$ cat src/rtl/mcbsp_xfer_scheduler.sv
// mcbsp_xfer_scheduler: round-robin arbiter that shares one McBSP master link
// between NUM_REQ requesters. Each grant performs one 32-bit transfer,
// followed by a forced idle gap so the master can return to idle.
module mcbsp_xfer_scheduler #(
    parameter int unsigned NUM_REQ    = 4,
    parameter int unsigned TIMEOUT    = 4096,
    parameter int unsigned GAP_CYCLES = 8
) (
    input  logic                    clk,
    input  logic                    rst,
    input  logic [NUM_REQ-1:0]      req,
    input  logic [2*NUM_REQ-1:0]    req_mode,
    input  logic [32*NUM_REQ-1:0]   req_tx_data,
    output logic [NUM_REQ-1:0]      gnt,
    output logic [NUM_REQ-1:0]      done,
    output logic                    timeout_err,
    output logic [31:0]             rx_data,
    output logic                    busy,
    output logic                    mc_transform_en,
    output logic                    mc_tx_data_en,
    output logic [31:0]             mc_tx_data,
    input  logic                    mc_rx_ready,
    input  logic                    mc_tx_ready,
    input  logic [31:0]             mc_rx_data
);
    localparam int unsigned PTR_W = (NUM_REQ > 1) ? $clog2(NUM_REQ) : 1;
    localparam int unsigned CNT_W = $clog2(TIMEOUT);
    localparam int unsigned GAP_W = (GAP_CYCLES > 1) ? $clog2(GAP_CYCLES) : 1;
    localparam logic [NUM_REQ-1:0] GNT_ONE = {{(NUM_REQ-1){1'b0}}, 1'b1};

    typedef enum logic [1:0] {S_IDLE, S_WAIT, S_DONE, S_GAP} state_t;

    state_t             state_q, state_d;
    logic [PTR_W-1:0]   ptr_q;
    logic [NUM_REQ-1:0] gnt_q;
    logic [31:0]        tx_data_q;
    logic [1:0]         mode_q;
    logic               tx_pend_q, rx_pend_q, abort_q;
    logic [31:0]        cap_q, rx_data_q;
    logic [CNT_W-1:0]   wait_cnt_q;
    logic [GAP_W-1:0]   gap_cnt_q;

    logic [31:0]        tx_word   [NUM_REQ];
    logic [1:0]         mode_word [NUM_REQ];
    logic               arb_found;
    logic [PTR_W-1:0]   arb_idx;
    logic [PTR_W-1:0]   cand_idx;
    int unsigned        cand;
    logic               pend_any, timeout_hit;

    // Unpack the flat per-requester buses into indexable words.
    always_comb begin
        for (int unsigned i = 0; i < NUM_REQ; i++) begin
            tx_word[i]   = req_tx_data[32*i +: 32];
            mode_word[i] = req_mode[2*i +: 2];
        end
    end

    // Round-robin search: first asserted request at or after the pointer.
    always_comb begin
        arb_found = 1'b0;
        arb_idx   = '0;
        cand      = 0;
        cand_idx  = '0;
        for (int unsigned off = 0; off < NUM_REQ; off++) begin
            cand = 32'(ptr_q) + off;
            if (cand >= NUM_REQ) cand = cand - NUM_REQ;
            cand_idx = PTR_W'(cand);
            if (!arb_found && req[cand_idx]) begin
                arb_found = 1'b1;
                arb_idx   = cand_idx;
            end
        end
    end

    assign pend_any    = tx_pend_q | rx_pend_q;
    assign timeout_hit = (state_q == S_WAIT) && pend_any &&
                         (wait_cnt_q == CNT_W'(TIMEOUT - 1));

    // State register.
    always_ff @(posedge clk) begin
        if (rst) state_q <= S_IDLE;
        else     state_q <= state_d;
    end

    // Next-state logic.
    always_comb begin
        state_d = state_q;
        case (state_q)
            S_IDLE: if (arb_found)
                        state_d = (mode_word[arb_idx] == 2'b00) ? S_DONE : S_WAIT;
            S_WAIT: if (timeout_hit || !pend_any) state_d = S_DONE;
            S_DONE: state_d = S_GAP;
            S_GAP:  if (gap_cnt_q == GAP_W'(GAP_CYCLES - 1)) state_d = S_IDLE;
            default: state_d = S_IDLE;
        endcase
    end

    // State-decoded outputs.
    always_comb begin
        busy        = (state_q != S_IDLE);
        done        = (state_q == S_DONE) ? gnt_q : '0;
        timeout_err = (state_q == S_DONE) && abort_q;
    end

    // Transfer datapath: grant latch, pending flags, capture and counters.
    always_ff @(posedge clk) begin
        if (rst) begin
            ptr_q      <= '0;
            gnt_q      <= '0;
            tx_data_q  <= '0;
            mode_q     <= '0;
            tx_pend_q  <= 1'b0;
            rx_pend_q  <= 1'b0;
            abort_q    <= 1'b0;
            cap_q      <= '0;
            rx_data_q  <= '0;
            wait_cnt_q <= '0;
            gap_cnt_q  <= '0;
        end else begin
            case (state_q)
                S_IDLE: if (arb_found) begin
                    gnt_q      <= GNT_ONE << arb_idx;
                    ptr_q      <= (arb_idx == PTR_W'(NUM_REQ - 1)) ? '0 : arb_idx + 1'b1;
                    tx_data_q  <= tx_word[arb_idx];
                    mode_q     <= mode_word[arb_idx];
                    tx_pend_q  <= mode_word[arb_idx][0];
                    rx_pend_q  <= mode_word[arb_idx][1];
                    abort_q    <= 1'b0;
                    wait_cnt_q <= '0;
                end
                S_WAIT: begin
                    wait_cnt_q <= wait_cnt_q + 1'b1;
                    if (timeout_hit) begin
                        tx_pend_q <= 1'b0;
                        rx_pend_q <= 1'b0;
                        abort_q   <= 1'b1;
                    end else begin
                        if (mc_tx_ready) tx_pend_q <= 1'b0;
                        if (mc_rx_ready && rx_pend_q) begin
                            rx_pend_q <= 1'b0;
                            cap_q     <= mc_rx_data;
                        end
                        // Normal completion: publish the capture as DONE is entered.
                        if (!pend_any && mode_q[1]) rx_data_q <= cap_q;
                    end
                end
                S_DONE: begin
                    gnt_q     <= '0;
                    gap_cnt_q <= '0;
                end
                S_GAP: gap_cnt_q <= gap_cnt_q + 1'b1;
                default: ;
            endcase
        end
    end

    assign gnt             = gnt_q;
    assign rx_data         = rx_data_q;
    assign mc_tx_data      = tx_data_q;
    assign mc_tx_data_en   = tx_pend_q;
    assign mc_transform_en = rx_pend_q;
endmodule

$ cat config.mk
export PLATFORM = sky130hd
export DESIGN_NAME = mcbsp_xfer_scheduler
export DESIGN_NICKNAME = d
export VERILOG_FILES = /design/src/rtl/mcbsp_xfer_scheduler.sv
export SDC_FILE = /design/constraint.sdc
export NUM_CORES = 1
export LEC_CHECK = 0
export CAP_MARGIN = 20
export CORE_ASPECT_RATIO = 0.8
export CORE_MARGIN = 1.5
export CORE_UTILIZATION = 46
export DETAILED_ROUTE_END_ITERATION = 10
export PLACE_DENSITY = 0.95
export SYNTH_ARGS = -nofsm -noshare
export SYNTH_HDL_FRONTEND = slang
export SYNTH_SLANG_ARGS = --single-unit
export TNS_END_PERCENT = 5
$ cat constraint.sdc
create_clock -name clk -period 3.22 [get_ports clk]
set_clock_uncertainty 0.1 [all_clocks]
set_input_delay 0.644 -clock clk [delete_from_list [all_inputs] [get_ports clk]]
set_output_delay 0.644 -clock clk [all_outputs]
set_load 0.01 [all_outputs]
======== After elaboration in Yosys (flattened, before gate mapping) ========
Cells that the tools add are included.
word-level totals
  flip-flop bits (word level) ............. 124
  bits in latches ......................... 0
  memory bits (writable) .................. 0
  ROM bits ................................ 0
  bits of input ports ..................... 176
  output and inout bits ................... 76
  logic and storage cells ................. 124
  memories ................................ 0
operators by class
  add/subtract/negate cells ............... 10
  multipliers ............................. 0
  divide/modulo/power cells ............... 0
  $lt $le $gt $ge ......................... 9
  eq/ne operators ......................... 12
  shift-type cells ........................ 1
  multiplexer cells ....................... 49
  bitwise operators ....................... 3
  reductions and logical operators ........ 28
operators with widths
  kind                                                        count
  binary-select mux 32 bit (select 2 bit)                     1
  two-way mux 32 bit                                          2
  two-way mux 2 bit                                           15
  case mux 12 bit (2 select lines)                            1
  AND reduction 3 bit                                         6
  two-way mux 1 bit                                           16
  adder 12 x 1 -> 12 bit, second input constant               1
  == test 12 bit, second input constant                       1
  >= comparator 3 bit, second input constant                  4
  less-than comparator 2 x 3 -> 1 bit, second input constant  4
  two-way mux 12 bit                                          1
  binary-select mux 1 bit (select 2 bit)                      4
  logical AND 1 bit                                           8
  two-way mux 4 bit                                           2
  case mux 2 bit (4 select lines)                             1
  case mux 4 bit (2 select lines)                             1
  nonzero test 2 bit                                          4
  subtractor 2 x 1 -> 2 bit, second input constant            4
  adder 2 x 2 -> 3 bit, second input constant                 2
  == test 2 bit, second input constant                        3
  != test 2 bit, second input constant                        3
  case mux 1 bit (2 select lines)                             3
  case mux 3 bit (2 select lines)                             1
  AND reduction 2 bit                                         3
  17 further kinds                                            21

======== Depth between registers and ports, before layout ========
Gate-level depths: netlist of the first run.
  depth in word-level cells ............... 22
  depth in mapped cells ................... 9
  depth with buffers taken out ............ 8

======== Least setup slack after synthesis of the first run ========
OpenSTA, ideal clock, no wires.
  path kind ............................... input-to-reg
  start ................................... in req[2]
  end ..................................... reg gnt_q[0] (netlist: gnt[0])
  library setup time ...................... 0.128 ns
  data arrival time ....................... 1.916 ns
  slack ................................... 1.077 ns
  stages .................................. 8
  buffers on the path ..................... 1
  path through ............................ inv_1 o22ai_1 a211oi_1 clkinv_1 clkbuf_1 ha_1 a22oi_1 nor2_1
between the ends
  longest elaborated chain between the ends .. 15
  elaborated cells on any way between the ends .. 27
  those cells by class .................... eq/ne: 1; shift: 1; mux: 18; reduce/logical: 7
ends and longest elaborated chain
  what                                     line  text
  start: declaration                       11    input logic [NUM_REQ-1:0] req,
  binary-select mux 1 bit (select 2 bit)   69    if (!arb_found && req[cand_idx]) begin
  two-way mux 1 bit (implied by the code)  69
  two-way mux 1 bit                        69
  zero test 1 bit                          69
  logical AND 1 bit                        69
  two-way mux 1 bit                        69
  zero test 1 bit                          69
  logical AND 1 bit                        69
  two-way mux 1 bit                        69
  zero test 1 bit                          69
  logical AND 1 bit                        69
  two-way mux 2 bit                        69
  left shift 1 x 2 -> 4 bit                123   gnt_q <= GNT_ONE << arb_idx;
  two-way mux 4 bit                        122   S_IDLE: if (arb_found) begin
  case mux 4 bit (2 select lines)          121   case (state_q)
  end signal: assignment                   123
  end: declaration                         35    logic [NUM_REQ-1:0] gnt_q;
Parallel ways exist; a longest one is shown, timed or not. The select of a mux whose other input is x is not followed.
A chain may end at the register's enable or synchronous reset.

======== Worst setup path after layout of the first run ========
  start ................................... reg state_q[0]
  end ..................................... out done[3]
between the ends
  longest elaborated chain between the ends .. 2
ends and longest elaborated chain
  what                      line  text
  start: declaration        33    state_t state_q, state_d;
  start signal: assignment  83    else state_q <= state_d;
  == test 2 bit             102   done = (state_q == S_DONE) ? gnt_q : '0;
  two-way mux 4 bit         102
  end: declaration          15    output logic [NUM_REQ-1:0] done,
Every way passes these cells.

==> metrics.yaml, run 1 <==
post_cts_resized: 0
synth.cell_area_um2: 5670
p_clk_frac: 0.319
via_per_inst: 5.31
timing.fmax_ghz: 0.364
grt_overflow: 0
first_iter_violations: 326
initial_utilization: 0.468
grt_pass1_wl_um: 27200
yosysMostFrequentCell: "nand2_1"
place_inst: 1049
switching_share: 0.323
hpwl_um: 12400
final_max_slew_viol_count: 0
p_total_mw: 6.44
yosysUniqueCellTypes: 40
ys.flop_type: "dfxtp_1"
grt_max_degree: 70
synth.top_cell.area_share: 0.434
hold_path.class: "reg -> reg"
grt_pass1_vias: 5697
antenna_found_initial: 0
cts_buffer_depth: 2
die_w_um: 127
syn_to_final_growth_pct: 57.8
async_reset_ff_frac: 0
post-cts-setup-buffers: 0
fin_crit_ns: 2.75
ys_seq_elements: 123
rows: 36
setup.worst_path.end_class: "output pin"
firstDrtPassIters: 5
coreArea_um2: 12100
finalNonFillerCells: 1081
cts_made_buffers: 17
p_int_mw: 4.36
io_buffer_count: 251
yosys.area.top_type: "dfxtp_1"
dpl_cell_area_um2: 8310
drc: 0
dieArea_um2: 13000
leakage_nw: 3.32
routedWlPerCell_um: 16.2
diodes: 0
cap_violations: 0
relSlewSlack: 0.546
insertion_delay_ns: 0.41
setup_tns_ns: 0
grt_setup_unrepaired: "no"
root_buffer: "clkbuf_16"
grtUsageTotal: 0.268
synthTopCellsByArea: "dfxtp_1, nand2_1, mux2i_1"
cts_tree: "done"
cp_max_fo: 11
ir_worst_vdd_mv: 0.404
powerDensity_nw_per_um2: 719
fin_area_um2: 8950
hold_viol_final: 0
clock-sinks: 123
cp_data_arrival_time_ns: 2.00
wirelength_um: 17500
die_h_um: 102
finalSetupViolations: 0
worstSetupPathType: "reg -> out"
top_level_ports: 252
switchingPower_mw: 2.08
cts-htree-levels: 4
tightestPinTransition_ns: 0.681
period_share: 0.854
start_kind: "flop"
synth_commonest_cells: "nand2_1, dfxtp_1, a21oi_1"
synth-seq-area-share: 0.434
gp_congestion: 0.923
synth-edff-count: 0
ant_nets: 0
final_layout_size_suffix_gt1_frac: 0.0581
postSynthCellCount: 680
cts-hold-fix-buffers: 0
syn_area_per_cell_um2: 8.34
fin_nets: 1104
pwr-share-comb: 0.372
worstPathRequired_ns: 2.48
yosys_warnings: 0
route.vias.total: 5739
status: "complete, no violations"
clkTransAtPathRegs_ns: 0.06
synth_fp_nets: 868
seqPwrFrac: 0.309
-- placed cells by master (no fill, tap or decap), types with 11 or more instances in the layout --
cell / n
inv_1: 11
mux2i_1: 69
clkbuf_16: 17
nand2_1: 206
dfxtp_1: 123
a21oi_1: 73
ha_1: 12
nor2_1: 32
clkdlybuf4s50_1: 250
a32o_1: 32
-- flip-flops by register name, indices dropped and copies added (netlist names) --
| register | cells |
|---|---|
| abort_q | 1 |
| cap_q | 32 |
| gap_cnt_q | 3 |
| gnt | 4 |
| mc_transform_en | 1 |
| mc_tx_data | 32 |
| mc_tx_data_en | 1 |
| mode_q | 1 |
| ptr_q | 2 |
| rx_data | 32 |
| state_q | 2 |
| wait_cnt_q | 12 |
-- power by group through the flow --
| stage | Combinational, mW | Sequential [mW] | Clock (mW) |
|---|---|---|---|
| floorplan | 1.27 | 2.08 | 0 |
| global placement | 2.34 | 2.00 | 0 |
| detailed placement | 2.39 | 2.01 | 0 |
| CTS | 2.41 | 1.98 | 2.08 |
| global route | 2.59 | 2.02 | 2.16 |
| finish | 2.39 | 1.99 | 2.05 |
-- final cells by class --
cell class                      instances  area (um^2)
Timing Repair Buffer                  264         2660
Fill cell                             854         3160
Multi-Input combinational cell        498         2960
Clock buffer                           19          453
Sequential cell                       123         2460
Clock inverter                         13          190
Tap cell                              152          190
Inverter                               12         45.0
-- cell families after synthesis --
kind of cell | count (synthesis) | share of synthesized area
mux | 70 | 0.124
flops | 123 | 0.434
fa+ha+maj | 12 | 0.0265
xor+xnor | 10 | 0.0154
compound gates | 132 | 0.155
buf+inv | 59 | 0.0501
simple gates | 274 | 0.196
-- layer usage --
layer	part of all wire	wire length (um)	up-vias	global-route usage
li1	-	-	2811	-
met1	0.38	6670	2672	0.287
met2	0.53	9200	211	0.493
met3	0.058	1010	45	0.0743
met4	0.034	592	0	0.130
met5	0	0	-	0
-- metrics by stage --
stage | setup WS [ns] | utilization | hold WS [ns]
after floorplan | 1.08 | - | 0.329
after global placement | 0.388 | 0.686 | 0.337
after detailed placement | 0.361 | 0.686 | 0.343
after CTS | 0.464 | 0.739 | 0.347
after global routing | 0.376 | 0.739 | 0.364
final | 0.471 | 0.739 | 0.346
-- worst max-delay path, stage by stage (launching register included) --
cell and delay [ns]:
dfxtp_1 0.33, inv_1 0.12, ha_1 0.42, and2_1 0.19
clkdlybuf4s50_1 0.54
-- worst paths after layout --
path,startpoint,to,slack [ns],cells after the start
max,state_q[0]$_SDFFE_PP0P_,done[3],0.47,4
min,cap_q[20]$_SDFFE_PP0P_,rx_data[20]$_SDFFE_PP0P_,0.35,2
max reg2reg,state_q[1]$_SDFFE_PP0P_,wait_cnt_q[10]$_SDFFE_PP0P_,0.96,8
min reg2reg,cap_q[20]$_SDFFE_PP0P_,rx_data[20]$_SDFFE_PP0P_,0.35,2
(Power assumes the default switching activity.)
==> run 2, diff against run 1 <==
- ABC_AREA: not set -> 1
- CORE_UTILIZATION: 46 -> 39
- PLACE_DENSITY: 0.95 -> 0.85
- clock period: 3.22 -> 2.3 ns (I/O delays scaled with it)
==> run 2 against run 1 <==
Against the previous run: worst hold slack is essentially flat; routed wire length up 19%; clock-buffer cell count grew 1; register-to-register slack worse by 0.90 ns; sequential power grew 45%; synthesized cell count rose by 31%; first-iteration DRC count rose by 44%; sequential share of layout area fell by 2.9 points; via count grew 22%; combinational power grew to 3.4 times the previous value; synthesized area up 7.1%; largest cell class is now buffers; highest routed layer unchanged.
==> metrics.yaml, run 2 <==
timing.fmax_ghz: 0.446
initial_utilization: 0.402  # was 0.468
synth-seq-area-share: 0.405  # was 0.434
finalSetupViolations: 0  # unchanged
hold_start: "cap_q[19]$_SDFFE_PP0P_"  # was cap_q[20]$_SDFFE_PP0P_
cp_data_arrival_time_ns: 2.46  # was 2.00 ns
synth.top_cell.area_share: 0.405  # was 0.434
final_layout_size_suffix_gt1_frac: 0.125  # was 0.0581
synth.cell_area_um2: 6080  # was 5670 um^2
routedWlPerCell_um: 15.1  # was 16.2 um
wirelength_um: 20800  # was 17,500 um
cts-htree-levels: 4  # unchanged
postSynthCellCount: 888  # was 680
syn_area_per_cell_um2: 6.85  # was 8.34 um^2
fin_crit_ns: 2.24
hold_path.class: "reg -> reg"  # unchanged
r2r-end: "mc_tx_data[12]$_SDFFE_PP0P_"  # was wait_cnt_q[10]$_SDFFE_PP0P_
r2r-start: "ptr_q[1]$_SDFFE_PP0P_"  # was state_q[1]$_SDFFE_PP0P_
whs_path_depth: 2  # unchanged
gp_congestion: 0.954  # was 0.923
hold_viol_final: 0  # unchanged
fin_ws_ns: 0.0561  # was 0.471 ns
grt_pass1_wl_um: 30900  # was 27,200 um
cpMostUsedCell: "nand2_1"
top_level_ports: 252  # unchanged
grtUsageTotal: 0.239  # was 0.268
hold_slack_ns: 0.345  # was 0.346 ns
yosys_warnings: 0  # unchanged
cp_slowest_stage_delay_ns: 0.37  # was 0.54 ns
first_iter_violations: 468  # was 326
grt_setup_unrepaired: "yes"  # was no
die_h_um: 115  # was 102 um
clock-sinks: 123  # unchanged
grtUsageMet1: 0.294  # was 0.287
grt_pass1_vias: 6367  # was 5,697
syn_to_final_growth_pct: 64.9  # was 57.8%
leakage_nw: 4.25  # was 3.32 nW
ys_seq_elements: 123  # unchanged
use_met2: 0.402  # was 0.493
grt_overflow: 0  # unchanged
async_reset_ff_frac: 0  # unchanged
finalNonFillerCells: 1382  # was 1,081
setup.worst_path.end_class: "flop"  # was output pin
cts_buffer_depth: 2  # unchanged
dp_slack_ns: -0.439  # was 0.361 ns
use_met3: 0.0644  # was 0.0743
synthTopCellsByArea: "dfxtp_1, nor2_1, o21ai_0"  # was dfxtp_1, nand2_1, mux2i_1
dieArea_um2: 16400  # was 13,000 um^2
tightestPinTransition_ns: 0.507  # was 0.681 ns
ir_worst_vdd_mv: 1.09  # was 0.404 mV
cap_violations: 0  # unchanged
die_w_um: 143  # was 127 um
period_share: 0.976
root_buffer: "clkbuf_16"  # unchanged
cts-hold-fix-buffers: 0  # unchanged
yosysMostFrequentCell: "nor2_1"  # was nand2_1
relSlewSlack: 0.662  # was 0.546
worstSetupPathType: "reg -> reg"  # was reg -> out
synth_fp_nets: 1076  # was 868
ant_nets: 0  # unchanged
start_kind: "flop"  # unchanged
grt_max_degree: 65  # was 70
antenna_found_initial: 0  # unchanged
mostFrequentLayoutCells: "clkdlybuf4s50_1, nor2_1, dfxtp_1, o21ai_0, nand2_1"  # was clkdlybuf4s50_1, nand2_1, dfxtp_1, a21oi_1, mux2i_1
yosysUniqueCellTypes: 33  # was 40
ys.flop_type: "dfxtp_1"  # unchanged
cts_made_buffers: 17  # unchanged
reg2reg_depth: 16  # was 8
top_usage_layer: "met2"  # unchanged
reg2reg_slack_ns: 0.06  # was 0.96 ns
yosys.area.top_type: "dfxtp_1"  # unchanged
whs_endpoint: "rx_data[19]$_SDFFE_PP0P_"  # was rx_data[20]$_SDFFE_PP0P_
drc: 0  # unchanged
via_per_inst: 5.05  # was 5.31
cp_max_fo: 26  # was 11
crit_chain: "inv_2 > nand2_1 > nand2_1 > nand2_2 > nand2_2 > nor2_4 > buf_4 > nand2_1 > nand3_1 > nand2_4 > buf_12 > nor2_1 > o21ai_1 > o211ai_1 > nand2_1 > inv_1"  # was inv_1 > ha_1 > and2_1 > clkdlybuf4s50_1
io_buffer_count: 251  # unchanged
synth_commonest_cells: "nor2_1, dfxtp_1, o21ai_0"  # was nand2_1, dfxtp_1, a21oi_1
layout_commonest_cell: "clkdlybuf4s50_1"  # unchanged
crit_slowest_cell: "dfxtp_4"  # was clkdlybuf4s50_1
diodes: 0  # unchanged
cts_tree: "done"  # unchanged
firstDrtPassIters: 5  # unchanged
route.vias.total: 6981  # was 5,739
final_max_slew_viol_count: 0  # unchanged
hpwl_um: 14200  # was 12,400 um
clkTransAtPathRegs_ns: 0.06  # about the same
coreArea_um2: 15100  # was 12,100 um^2
fin_nets: 1347  # was 1,104
place_inst: 1334  # was 1,049
worstPathRequired_ns: 2.52  # was 2.48 ns
synth-edff-count: 0  # unchanged
powerDensity_nw_per_um2: 1400  # was 719 nW/um^2
status: "complete, no violations"  # unchanged
insertion_delay_ns: 0.41  # about the same
utilization: 0.663  # was 0.739
rows: 40  # was 36
==> run 2: cell type report <==
cell class | instances | area (um^2)
clock buffers | 20 | 447
clock inverters | 12 | 218
fillers | 1246 | 5090
inverters | 101 | 389
multi-input cells | 609 | 3110
flip-flops and latches | 123 | 2470
well taps | 210 | 263
repair buffers | 307 | 3130
==> run 2: cell families after synthesis <==
family | synth area share
AND/OR/NAND/NOR | 0.222
adder cells (fa/ha/maj) | 0.0247
AO/OA/AOI/OAI | 0.237
buffers and inverters | 0.111
flip-flops | 0.405
==> run 2: critical path: cells and delay by family (launching register included) <==
family | cells | cell delay (ns)
simple gates | 10 | 0.90
buf+inv | 4 | 0.52
compound gates | 2 | 0.24
flops | 1 | 0.37
==> run 2: layer usage <==
layer | part of all wire | up-vias
li1 | - | 3436
met3 | 0.059 | 47
met2 | 0.48 | 253
met5 | 0 | -
met1 | 0.43 | 3245
met4 | 0.029 | 0
==> run 2: worst max path at each step <==
stage | start | endpoint | slack, ns | depth (start not counted)
2_1_floorplan | req[2] | ptr_q[1]$_SDFFE_PP0P_ | 0.14 | 14
3_3_place_gp | req[3] | mc_tx_data[12]$_SDFFE_PP0P_ | -0.36 | 15
3_5_place_dp | req[2] | mc_tx_data[19]$_SDFFE_PP0P_ | -0.44 | 17
4_1_cts | req[2] | mc_tx_data[12]$_SDFFE_PP0P_ | 0.02 | 17
5_1_grt | ptr_q[1]$_SDFFE_PP0P_ | mc_tx_data[30]$_SDFFE_PP0P_ | -0.08 | 17
6_report | ptr_q[1]$_SDFFE_PP0P_ | mc_tx_data[12]$_SDFFE_PP0P_ | 0.06 | 16
==> run 2: through the flow <==
stage          area [um^2]  total power [mW]  TNS, ns
4_1_cts               9610              12.9        0
3_5_place_dp          8930              9.73   -18.63
3_3_place_gp          8930              9.56   -15.14
5_1_grt              10000              15.0    -1.42
2_1_floorplan         6080              7.33        0
6_report             10000              14.0        0
==> run 2: power by group <==
group	internal [mW]	switching, mW	total [mW]
logic	3.73	4.40	8.14
clock network	2.06	0.969	3.03
registers	2.60	0.280	2.88
==> run 2: timing repair <==
| item | CTS | global route |
|---|---|---|
| pin swaps | 1 | 26 |
| cloned | 0 | 5 |
| setup buffers | 0 | 11 |
| endpoints found under the setup margin | 31 | 53 |
| resized for setup | 13 | 68 |
